**src/rtl/rail_fence_encrypt.sv**
```systemverilog
// Streaming rail-fence encryptor: buffers one message, then re-emits it in zig-zag rail order.
// Optional RAIL_FENCE_OVF_ERR_EN adds ovf_err, a one-cycle flag for messages truncated at MAX_LEN.
module rail_fence_encrypt #(
    parameter int unsigned DATA_W  = 8,
    parameter int unsigned MAX_LEN = 64,
    parameter int unsigned KEY_W   = 4
) (
    input  logic              clk,
    input  logic              rst,
    input  logic [KEY_W-1:0]  key,
    input  logic              in_valid,
    input  logic [DATA_W-1:0] in_data,
    input  logic              in_last,
    output logic              in_ready,
    output logic              out_valid,
    output logic [DATA_W-1:0] out_data,
    output logic              out_last,
    input  logic              out_ready,
`ifdef RAIL_FENCE_OVF_ERR_EN
    output logic              ovf_err,
`endif
    output logic              busy
);

    localparam int unsigned ADDR_W = $clog2(MAX_LEN);
    localparam int unsigned LEN_W  = $clog2(MAX_LEN) + 1;
    localparam logic [LEN_W-1:0] LAST_IDX = LEN_W'(MAX_LEN - 1);

    typedef enum logic [1:0] {LOAD, SETUP, EMIT} state_t;

    state_t              state_q;
    logic [DATA_W-1:0]   buf_q [MAX_LEN];
    logic [LEN_W-1:0]    len_q;
    logic [LEN_W-1:0]    pos_q;
    logic [LEN_W-1:0]    cyc_q;
    logic [LEN_W-1:0]    cnt_q;
    logic [KEY_W-1:0]    rail_q;
    logic [KEY_W-1:0]    k_q;
    logic                phase_q;
    logic                in_ready_q;
    logic                out_valid_q;
    logic [DATA_W-1:0]   out_data_q;
    logic                out_last_q;
    logic                busy_q;
`ifdef RAIL_FENCE_OVF_ERR_EN
    logic                ovf_q;
`endif

    logic                in_fire;
    logic                close_msg;
    logic                done;
    logic                load_slot;
    logic                rail_last;
    logic [LEN_W-1:0]    rail2;
    logic [LEN_W-1:0]    step_d;
    logic [LEN_W-1:0]    pos_d;
    logic [LEN_W-1:0]    next_rail_pos;

    assign in_fire       = in_valid && in_ready_q && (state_q == LOAD);
    assign close_msg     = in_fire && (in_last || (len_q == LAST_IDX));
    assign done          = (state_q == EMIT) && out_valid_q && out_ready && out_last_q;
    assign load_slot     = (state_q == EMIT) && (!out_valid_q || out_ready) && (cnt_q != len_q);
    assign rail_last     = (rail_q == (k_q - KEY_W'(1)));
    assign rail2         = LEN_W'(rail_q) << 1;
    assign pos_d         = pos_q + step_d;
    assign next_rail_pos = LEN_W'(rail_q) + LEN_W'(1);

    // Zig-zag stride for the current rail; inner rails alternate down/up strides.
    always_comb begin
        step_d = cyc_q;
        if (cyc_q == '0) begin
            step_d = LEN_W'(1);
        end else if ((rail_q != '0) && !rail_last) begin
            step_d = phase_q ? rail2 : (cyc_q - rail2);
        end
    end

    // Message buffer is not reset; len_q alone decides what is valid.
    always_ff @(posedge clk) begin
        if (in_fire) begin
            buf_q[len_q[ADDR_W-1:0]] <= in_data;
        end
    end

    always_ff @(posedge clk) begin
        if (rst) begin
            state_q     <= LOAD;
            len_q       <= '0;
            pos_q       <= '0;
            cyc_q       <= '0;
            cnt_q       <= '0;
            rail_q      <= '0;
            k_q         <= KEY_W'(1);
            phase_q     <= 1'b0;
            in_ready_q  <= 1'b1;
            out_valid_q <= 1'b0;
            out_data_q  <= '0;
            out_last_q  <= 1'b0;
            busy_q      <= 1'b0;
`ifdef RAIL_FENCE_OVF_ERR_EN
            ovf_q       <= 1'b0;
`endif
        end else begin
            case (state_q)
                LOAD: begin
                    if (in_fire) begin
                        len_q  <= len_q + LEN_W'(1);
                        busy_q <= 1'b1;
                    end
                    if (close_msg) begin
                        k_q        <= (key == '0) ? KEY_W'(1) : key;
                        in_ready_q <= 1'b0;
                        state_q    <= SETUP;
`ifdef RAIL_FENCE_OVF_ERR_EN
                        ovf_q      <= !in_last;
`endif
                    end
                end
                SETUP: begin
                    cyc_q   <= (LEN_W'(k_q) - LEN_W'(1)) << 1;
                    rail_q  <= '0;
                    pos_q   <= '0;
                    phase_q <= 1'b0;
                    cnt_q   <= '0;
                    state_q <= EMIT;
`ifdef RAIL_FENCE_OVF_ERR_EN
                    ovf_q   <= 1'b0;
`endif
                end
                EMIT: begin
                    if (done) begin
                        out_valid_q <= 1'b0;
                        out_last_q  <= 1'b0;
                        in_ready_q  <= 1'b1;
                        busy_q      <= 1'b0;
                        len_q       <= '0;
                        state_q     <= LOAD;
                    end else if (load_slot) begin
                        if (pos_q < len_q) begin
                            out_valid_q <= 1'b1;
                            out_data_q  <= buf_q[pos_q[ADDR_W-1:0]];
                            out_last_q  <= (cnt_q == (len_q - LEN_W'(1)));
                            cnt_q       <= cnt_q + LEN_W'(1);
                            if (pos_d >= len_q) begin
                                rail_q  <= rail_q + KEY_W'(1);
                                pos_q   <= next_rail_pos;
                                phase_q <= 1'b0;
                            end else begin
                                pos_q   <= pos_d;
                                phase_q <= !phase_q;
                            end
                        end else begin
                            // Empty rail: one bubble, then move on.
                            out_valid_q <= 1'b0;
                            rail_q      <= rail_q + KEY_W'(1);
                            pos_q       <= next_rail_pos;
                            phase_q     <= 1'b0;
                        end
                    end else if (out_valid_q && out_ready) begin
                        out_valid_q <= 1'b0;
                    end
                end
                default: state_q <= LOAD;
            endcase
        end
    end

    assign in_ready  = in_ready_q;
    assign out_valid = out_valid_q;
    assign out_data  = out_data_q;
    assign out_last  = out_last_q;
    assign busy      = busy_q;
`ifdef RAIL_FENCE_OVF_ERR_EN
    assign ovf_err   = ovf_q;
`endif

endmodule

```
**config.mk**
```make
export PLATFORM = sky130hd
export DESIGN_NAME = rail_fence_encrypt
export DESIGN_NICKNAME = d
export VERILOG_FILES = /design/src/rtl/rail_fence_encrypt.sv
export SDC_FILE = /design/constraint.sdc
export NUM_CORES = 1
export LEC_CHECK = 0
export ABC_AREA = 1
export BUFFER_PORTS_ARGS = -buffer_cell sky130_fd_sc_hd__clkbuf_2
export CORE_MARGIN = 3
export CORE_UTILIZATION = 40
export DETAILED_ROUTE_END_ITERATION = 7
export GPL_ROUTABILITY_DRIVEN = 0
export PLACE_DENSITY = 0.52
export REMOVE_ABC_BUFFERS = 1
export SLEW_MARGIN = 20
export SYNTH_ARGS = -nofsm -noshare
export SYNTH_HDL_FRONTEND = slang
export SYNTH_SLANG_ARGS = --single-unit
export TNS_END_PERCENT = 20
```
**constraint.sdc**
```tcl
create_clock -name clk -period 10.53 [get_ports clk]
set_input_delay 0.5265 -clock clk [delete_from_list [all_inputs] [get_ports clk]]
set_output_delay 0.5265 -clock clk [all_outputs]
set_load 0.005 [all_outputs]
```
Word level (Yosys, flattened, before mapping). Memory sizes are Yosys's and may differ from the RTL's. A register that Yosys moved wholly into a read port is not among the register bits. Index checks and enable logic that the tools add are counted.

$add $sub $neg: 9. Order comparisons: 2. Eq/ne operators: 13. Multiplexer cells: 44. Bitwise logic cells: 1. Reduce and logical (&&, ||, !) cells: 34.

Operators with widths (number): $mux W7 (12); $pmux W7 S2 (3); $mux W4 (5); $mux W1 (17); $add A7 B1 Y7 const B (2); $reduce_and A3 Y1 (4); $reduce_and A4 Y1 (3); $logic_and A1 B1 Y1 (10); $ne A2 B2 Y1 const B (5); $pmux W4 S2 (1); $reduce_bool A2 Y1 (4); $add A7 B7 Y7 (1); $eq A7 B6 Y1 const B (1); $eq A7 B7 Y1 (1); $ge A7 B7 Y1 (1); $logic_not A7 Y1 (1); $lt A7 B7 Y1 (1); $ne A7 B7 Y1 (1); $sub A7 B1 Y7 const B (1); $sub A7 B5 Y7 (1); $pmux W1 S2 (3); $pmux W2 S3 (1); $reduce_and A2 Y1 (3); $add A4 B1 Y5 const B (1); 16 further kinds (20).

Register bits: 42. Bits in writable memories: 512. Input bits: 17. Output and inout bits: 12. Word-level logic and storage cells: 116. Memories kept: 1.

Memory list: buf_q (depth 64, bits a word 8, read ports 1, clocked after Yosys merged registers in 1, write ports 1, RTL line 32) `logic [DATA_W-1:0] buf_q [MAX_LEN];`.

Logic depth before layout (Yosys ltp).
Depth after elaboration: 13. Mapped depth: 34. Depth with buffers taken out: 34.

Worst setup path before layout. No wires, ideal clock.

Path type: register -> register. Start point: reg rail_q[0]. End point: reg pos_q[0]. Setup time: 132 ps. Arrival time: 3760 ps. Data required time: 10398 ps. Path slack: 6638 ps. Cell stages (with the launch flop): 27. Buffers on the path: 0. Period minus slack after synthesis: 3892 ps. Cell sequence: dfxtp_1 ha_1 inv_1 fa_1 nand2_1 nand2_1 a21oi_1 xor2_1 o21ai_0 and3_1 ha_1 a21oi_1 nand3_1 nand2_1 nand2_1 inv_1 nand4_1 nand2_1 inv_1 ha_1 a21oi_1 o21a_1 nand3_1 nor2_1 a21oi_1 o21ai_0 a21oi_1.

Word-level cells in the longest chain between the ends: 12. Elaborated cells on any way between the ends: 16. Classes of those cells: 3 x add/sub; 1 x order compare; 1 x eq/ne; 8 x mux; 3 x reduce/logical.

Ends and longest elaborated chain: start, declared (RTL line 37) `logic [KEY_W-1:0] rail_q;`; start signal, assigned (RTL line 145) `rail_q <= rail_q + KEY_W'(1);`; start signal, assigned (RTL line 155) `rail_q <= rail_q + KEY_W'(1);`; branches (longest 8 deep; another with $sub A7 B5 Y7); $mux W7 (*) (RTL line 139) `if (pos_q < len_q) begin`; $mux W7 (*) (RTL line 138) `end else if (load_slot) begin`; $mux W7 (*) (RTL line 131) `if (done) begin`; $pmux W7 S2 (*) (RTL line 104) `case (state_q)`; end signal, assigned (RTL line 146) `pos_q <= next_rail_pos;`; end signal, assigned (RTL line 149) `pos_q <= pos_d;`; end signal, assigned (RTL line 156) `pos_q <= next_rail_pos;`; end, declared (RTL line 34) `logic [LEN_W-1:0] pos_q;`.

Every way passes the cells marked *. The select of a mux whose other input is x is not followed. A chain may end at the register's enable or synchronous reset.

Worst setup path in the final report.
Start point: reg rail_q[0]. End point: reg pos_q[1].

Same word-level chain as after synthesis.

==> metrics.txt <==
# TYPE chip_impl_metric gauge
chip_impl_info{name="status",value="complete, no violations"} 1
chip_impl_metric{name="grt_antenna_before_repair",unit=""} 1
chip_impl_metric{name="slew_headroom",unit="%"} 27.5
chip_impl_metric{name="cpPeakStageDelay",unit="ns"} 0.46
chip_impl_metric{name="cts.clk_slew.worst_paths",unit="ns"} 0.06
chip_impl_metric{name="vias_after_detailed_routing",unit=""} 16200
chip_impl_metric{name="timing.reg2reg.setup_slack",unit="ns"} 5.98
chip_impl_metric{name="edff_count_synth",unit=""} 512
chip_impl_metric{name="die_area",unit="mm2"} 0.0638
chip_impl_metric{name="post_synth_inst_count",unit=""} 2212
chip_impl_metric{name="final.fill_count",unit=""} 5493
chip_impl_metric{name="fp.dieW",unit="um"} 253
chip_impl_metric{name="clock-skew-final",unit="ns"} 0.0287
chip_impl_info{name="cts_tree",value="built"} 1
chip_impl_metric{name="post-route-drc-count",unit=""} 0
chip_impl_metric{name="nNetsFinal",unit=""} 2246
chip_impl_metric{name="antenna_left",unit=""} 0
chip_impl_metric{name="number_of_antenna_repair_diodes",unit=""} 0
chip_impl_metric{name="cts_repair_resizes",unit=""} 0
chip_impl_info{name="hold-path-endpoint",value="k_q[0]"} 1
chip_impl_metric{name="setup_repair_bufs_after_cts",unit=""} 0
chip_impl_metric{name="floorplan.core_area",unit="mm2"} 0.0596
chip_impl_metric{name="report.final.hold_viol_count",unit=""} 0
chip_impl_metric{name="placement_rows",unit=""} 89
chip_impl_metric{name="iteration_0_drc_markers",unit=""} 1516
chip_impl_metric{name="timing.critical_path.arrival",unit="ns"} 5.02
chip_impl_info{name="min_delay_src",value="key[0]"} 1
chip_impl_metric{name="syn_area_per_cell",unit="um2"} 11.0
chip_impl_info{name="crit_slowest_cell",value="sky130_fd_sc_hd__dfxtp_1"} 1
chip_impl_metric{name="synth_seq_area_share",unit="%"} 67.3
chip_impl_metric{name="synth_area",unit="mm2"} 0.0243
chip_impl_metric{name="grt-ovfl-total",unit=""} 0
chip_impl_metric{name="placement.io_buffers",unit=""} 28
chip_impl_metric{name="post_layout_nonfiller_instances",unit=""} 3017
chip_impl_metric{name="grt_pass1_vias",unit=""} 15700
chip_impl_info{name="critical_path.startpoint_type",value="register"} 1
chip_impl_info{name="regToRegStartpoint",value="rail_q[0]"} 1
chip_impl_info{name="timing.critical_path.to_type",value="register"} 1
chip_impl_metric{name="drive_above_1_share",unit="%"} 7.13
chip_impl_metric{name="clock_sinks",unit=""} 561
chip_impl_info{name="root_buffer",value="sky130_fd_sc_hd__clkbuf_16"} 1
chip_impl_info{name="layout.cells.most_common",value="sky130_fd_sc_hd__edfxtp_1"} 1
chip_impl_info{name="final_cell_mix",value="sky130_fd_sc_hd__edfxtp_1 (512), sky130_fd_sc_hd__nand2_1 (385), sky130_fd_sc_hd__nor2_1 (250)"} 1
chip_impl_info{name="critical_path_class",value="register to register"} 1
chip_impl_metric{name="async_reset_ff_share",unit="%"} 0
chip_impl_metric{name="grt_pass1_wl",unit="um"} 97100
chip_impl_metric{name="clk_latency",unit="ns"} 0.63
chip_impl_metric{name="timing.final.max_slew_violations",unit=""} 0
chip_impl_metric{name="power.leakage",unit="nW"} 9.44
chip_impl_metric{name="reg2regPathDepth",unit=""} 26
chip_impl_metric{name="largest_net_degree_at_the_start_of_global_routing",unit=""} 118
chip_impl_metric{name="hold_depth",unit=""} 3
chip_impl_metric{name="layout-area-overhead-vs-synth",unit="%"} 10.7
chip_impl_metric{name="detail_route.vias_per_cell",unit=""} 5.37
chip_impl_metric{name="finalCriticalPeriod",unit="ns"} 4.55
chip_impl_metric{name="dp_hpwl",unit="um"} 36900
chip_impl_info{name="rsz0062_at_grt",value="no"} 1
chip_impl_metric{name="power.ir.vdd_worst",unit="mV"} 0.133
chip_impl_metric{name="htree_levels",unit=""} 2
chip_impl_metric{name="boundaryPins",unit=""} 29
chip_impl_info{name="holdCritPathClass",value="primary input to register"} 1
chip_impl_metric{name="grt_util_all_layers",unit="%"} 20.0
chip_impl_metric{name="fmax",unit="GHz"} 0.220
chip_impl_metric{name="cp_data_required_time",unit="ns"} 11.00
chip_impl_metric{name="drt-pass1-iter-count",unit=""} 7
chip_impl_metric{name="timing.final.setup_violations",unit=""} 0
chip_impl_info{name="synth_top_flop_cell",value="sky130_fd_sc_hd__edfxtp_1"} 1
chip_impl_metric{name="power-per-cell-area",unit="mW/mm2"} 209
chip_impl_metric{name="wl",unit="um"} 63900
chip_impl_metric{name="placed_cells",unit=""} 2904
chip_impl_info{name="regToRegEndpoint",value="pos_q[1]"} 1
chip_impl_metric{name="effective_utilization_at_floorplan",unit="%"} 40.8
chip_impl_metric{name="cap_violations",unit=""} 0
chip_impl_metric{name="ys_types",unit=""} 40
chip_impl_metric{name="fin_tns_setup",unit="ns"} 0
chip_impl_metric{name="detail_route.wl_per_cell",unit="um"} 21.2
chip_impl_metric{name="synth.ff_latch_count",unit=""} 561
chip_impl_metric{name="critPathMaxFanout",unit=""} 7
chip_impl_metric{name="post_cts_hold_buffer_count",unit=""} 0
chip_impl_metric{name="tritoncts.num_buffers",unit=""} 61
chip_impl_metric{name="final_min_period_over_clock_period",unit="%"} 43.2
chip_impl_metric{name="die_height",unit="um"} 253
chip_impl_metric{name="tightest_slew",unit="ns"} 1.08
chip_impl_metric{name="clockBufferDepth",unit=""} 3
chip_impl_metric{name="yosys_warnings",unit=""} 0
-- critical path, delay by kind of cell (launching register included) --
family	cells	cell delay [ns]
adders and majority gates	4	1.25
DFF	1	0.46
and+or+nand+nor	10	1.35
AOI/OAI and AO/OA	8	1.04
buffers and inverters	3	0.17
xor gates and xnor gates	1	0.15
-- worst max path at each step --
stage | start | cells after the start | slack [ns] | endpoint
CTS | rail_q[0] | 26 | 6.01 | pos_q[1]
finish | rail_q[0] | 26 | 5.98 | pos_q[1]
detailed placement | rail_q[0] | 26 | 6.01 | pos_q[4]
floorplan | pos_q[0] | 11 | 1.15 | out_data[7]
global route | rail_q[0] | 26 | 5.50 | pos_q[4]
global placement | rail_q[0] | 26 | 6.11 | pos_q[1]
-- through the flow --
step | total power, mW | instance area (um2) | setup WS [ns] | util, % | hold WS [ns]
floorplan | 3.15 | 23600 | 1.15 | - | 0.450
CTS | 5.68 | 26900 | 6.01 | 45.2 | 0.122
global placement | 3.50 | 24900 | 6.11 | 41.7 | 0.455
detailed placement | 3.51 | 24900 | 6.01 | 41.7 | 0.461
finish | 5.62 | 26900 | 5.98 | 45.2 | 0.161
global route | 5.88 | 26900 | 5.50 | 45.2 | 0.147
-- synth_stat cells, types with 2 or more instances --
| cell | count | area share (%) |
|---|---|---|
| sky130_fd_sc_hd__buf_1 | 7 | 0.11 |
| sky130_fd_sc_hd__nor3_2 | 2 | 0.082 |
| sky130_fd_sc_hd__ha_1 | 33 | 1.7 |
| sky130_fd_sc_hd__o22ai_1 | 64 | 1.6 |
| sky130_fd_sc_hd__nor2_4 | 2 | 0.093 |
| sky130_fd_sc_hd__nor2_2 | 3 | 0.077 |
| sky130_fd_sc_hd__a21oi_1 | 119 | 2.5 |
| sky130_fd_sc_hd__clkbuf_1 | 37 | 0.57 |
| sky130_fd_sc_hd__nand3_1 | 235 | 4.8 |
| sky130_fd_sc_hd__o21ai_0 | 212 | 4.4 |
| sky130_fd_sc_hd__xor2_1 | 13 | 0.47 |
| sky130_fd_sc_hd__nor3_1 | 3 | 0.062 |
| sky130_fd_sc_hd__inv_2 | 5 | 0.077 |
| sky130_fd_sc_hd__buf_4 | 7 | 0.22 |
| sky130_fd_sc_hd__nand3_4 | 2 | 0.14 |
| sky130_fd_sc_hd__o21ai_1 | 27 | 0.56 |
| sky130_fd_sc_hd__nand2_2 | 3 | 0.077 |
| sky130_fd_sc_hd__nor2_1 | 250 | 3.9 |
| sky130_fd_sc_hd__fa_1 | 2 | 0.16 |
| sky130_fd_sc_hd__edfxtp_1 | 512 | 63 |
| sky130_fd_sc_hd__o211ai_1 | 2 | 0.062 |
| sky130_fd_sc_hd__nand4_1 | 7 | 0.18 |
| sky130_fd_sc_hd__nand2_1 | 385 | 5.9 |
| sky130_fd_sc_hd__o21a_1 | 10 | 0.31 |
| sky130_fd_sc_hd__dfxtp_1 | 49 | 4.0 |
| sky130_fd_sc_hd__buf_2 | 62 | 1.3 |
| sky130_fd_sc_hd__xnor2_1 | 10 | 0.36 |
| sky130_fd_sc_hd__or2_2 | 2 | 0.051 |
| sky130_fd_sc_hd__inv_1 | 120 | 1.9 |
| sky130_fd_sc_hd__a31oi_1 | 3 | 0.077 |
| sky130_fd_sc_hd__buf_6 | 15 | 0.69 |
-- registers in the layout, indices dropped and copies added, names as in the netlist --
name and cells:
busy 1, pos_q 7, state_q 2, out_last 1, phase_q 1, len_q 7, cyc_q 5, cnt_q 7
rail_q 4, buf_q 512, out_data 8, in_ready 1, out_valid 1, k_q 4
-- cells by family (layout without fill, tap and decap cells) --
logic type	Yosys count	in the layout	share of synthesized area, %
adders and majority gates	35	35	1.86
AOI/OAI and AO/OA	440	440	9.57
DFF	561	561	67.3
and+or+nand+nor	900	900	15.6
xor gates and xnor gates	23	23	0.829
buffers and inverters	253	285	4.80
-- layout make-up --
type                            count  area (um2)  share of cell area (%)
Sequential cell                   561       16400                    60.8
Multi-Input combinational cell   1398        6780                    25.2
Clock buffer                       74        1600                    5.93
Tap cell                          773         967                    3.59
Inverter                          125         474                    1.76
Clock inverter                     39         448                    1.66
Timing Repair Buffer               47         283                    1.05
-- layer usage --
metal | wire length [um] | part of all wire (%) | vias to the layer above | track usage [%]
li1 | - | - | 7781 | -
met1 | 28100 | 44 | 7891 | 27.2
met2 | 30300 | 47 | 426 | 33.0
met3 | 3890 | 6.1 | 92 | 3.36
met4 | 1640 | 2.6 | 0 | 6.11
met5 | 0 | 0 | - | 0
-- report_power, final --
part | internal (mW) | total, mW | switching, mW
Combinational | 0.260 | 0.952 | 0.692
Clock | 1.28 | 2.17 | 0.890
Sequential | 2.46 | 2.50 | 0.0389
(Power assumes the default switching activity.)
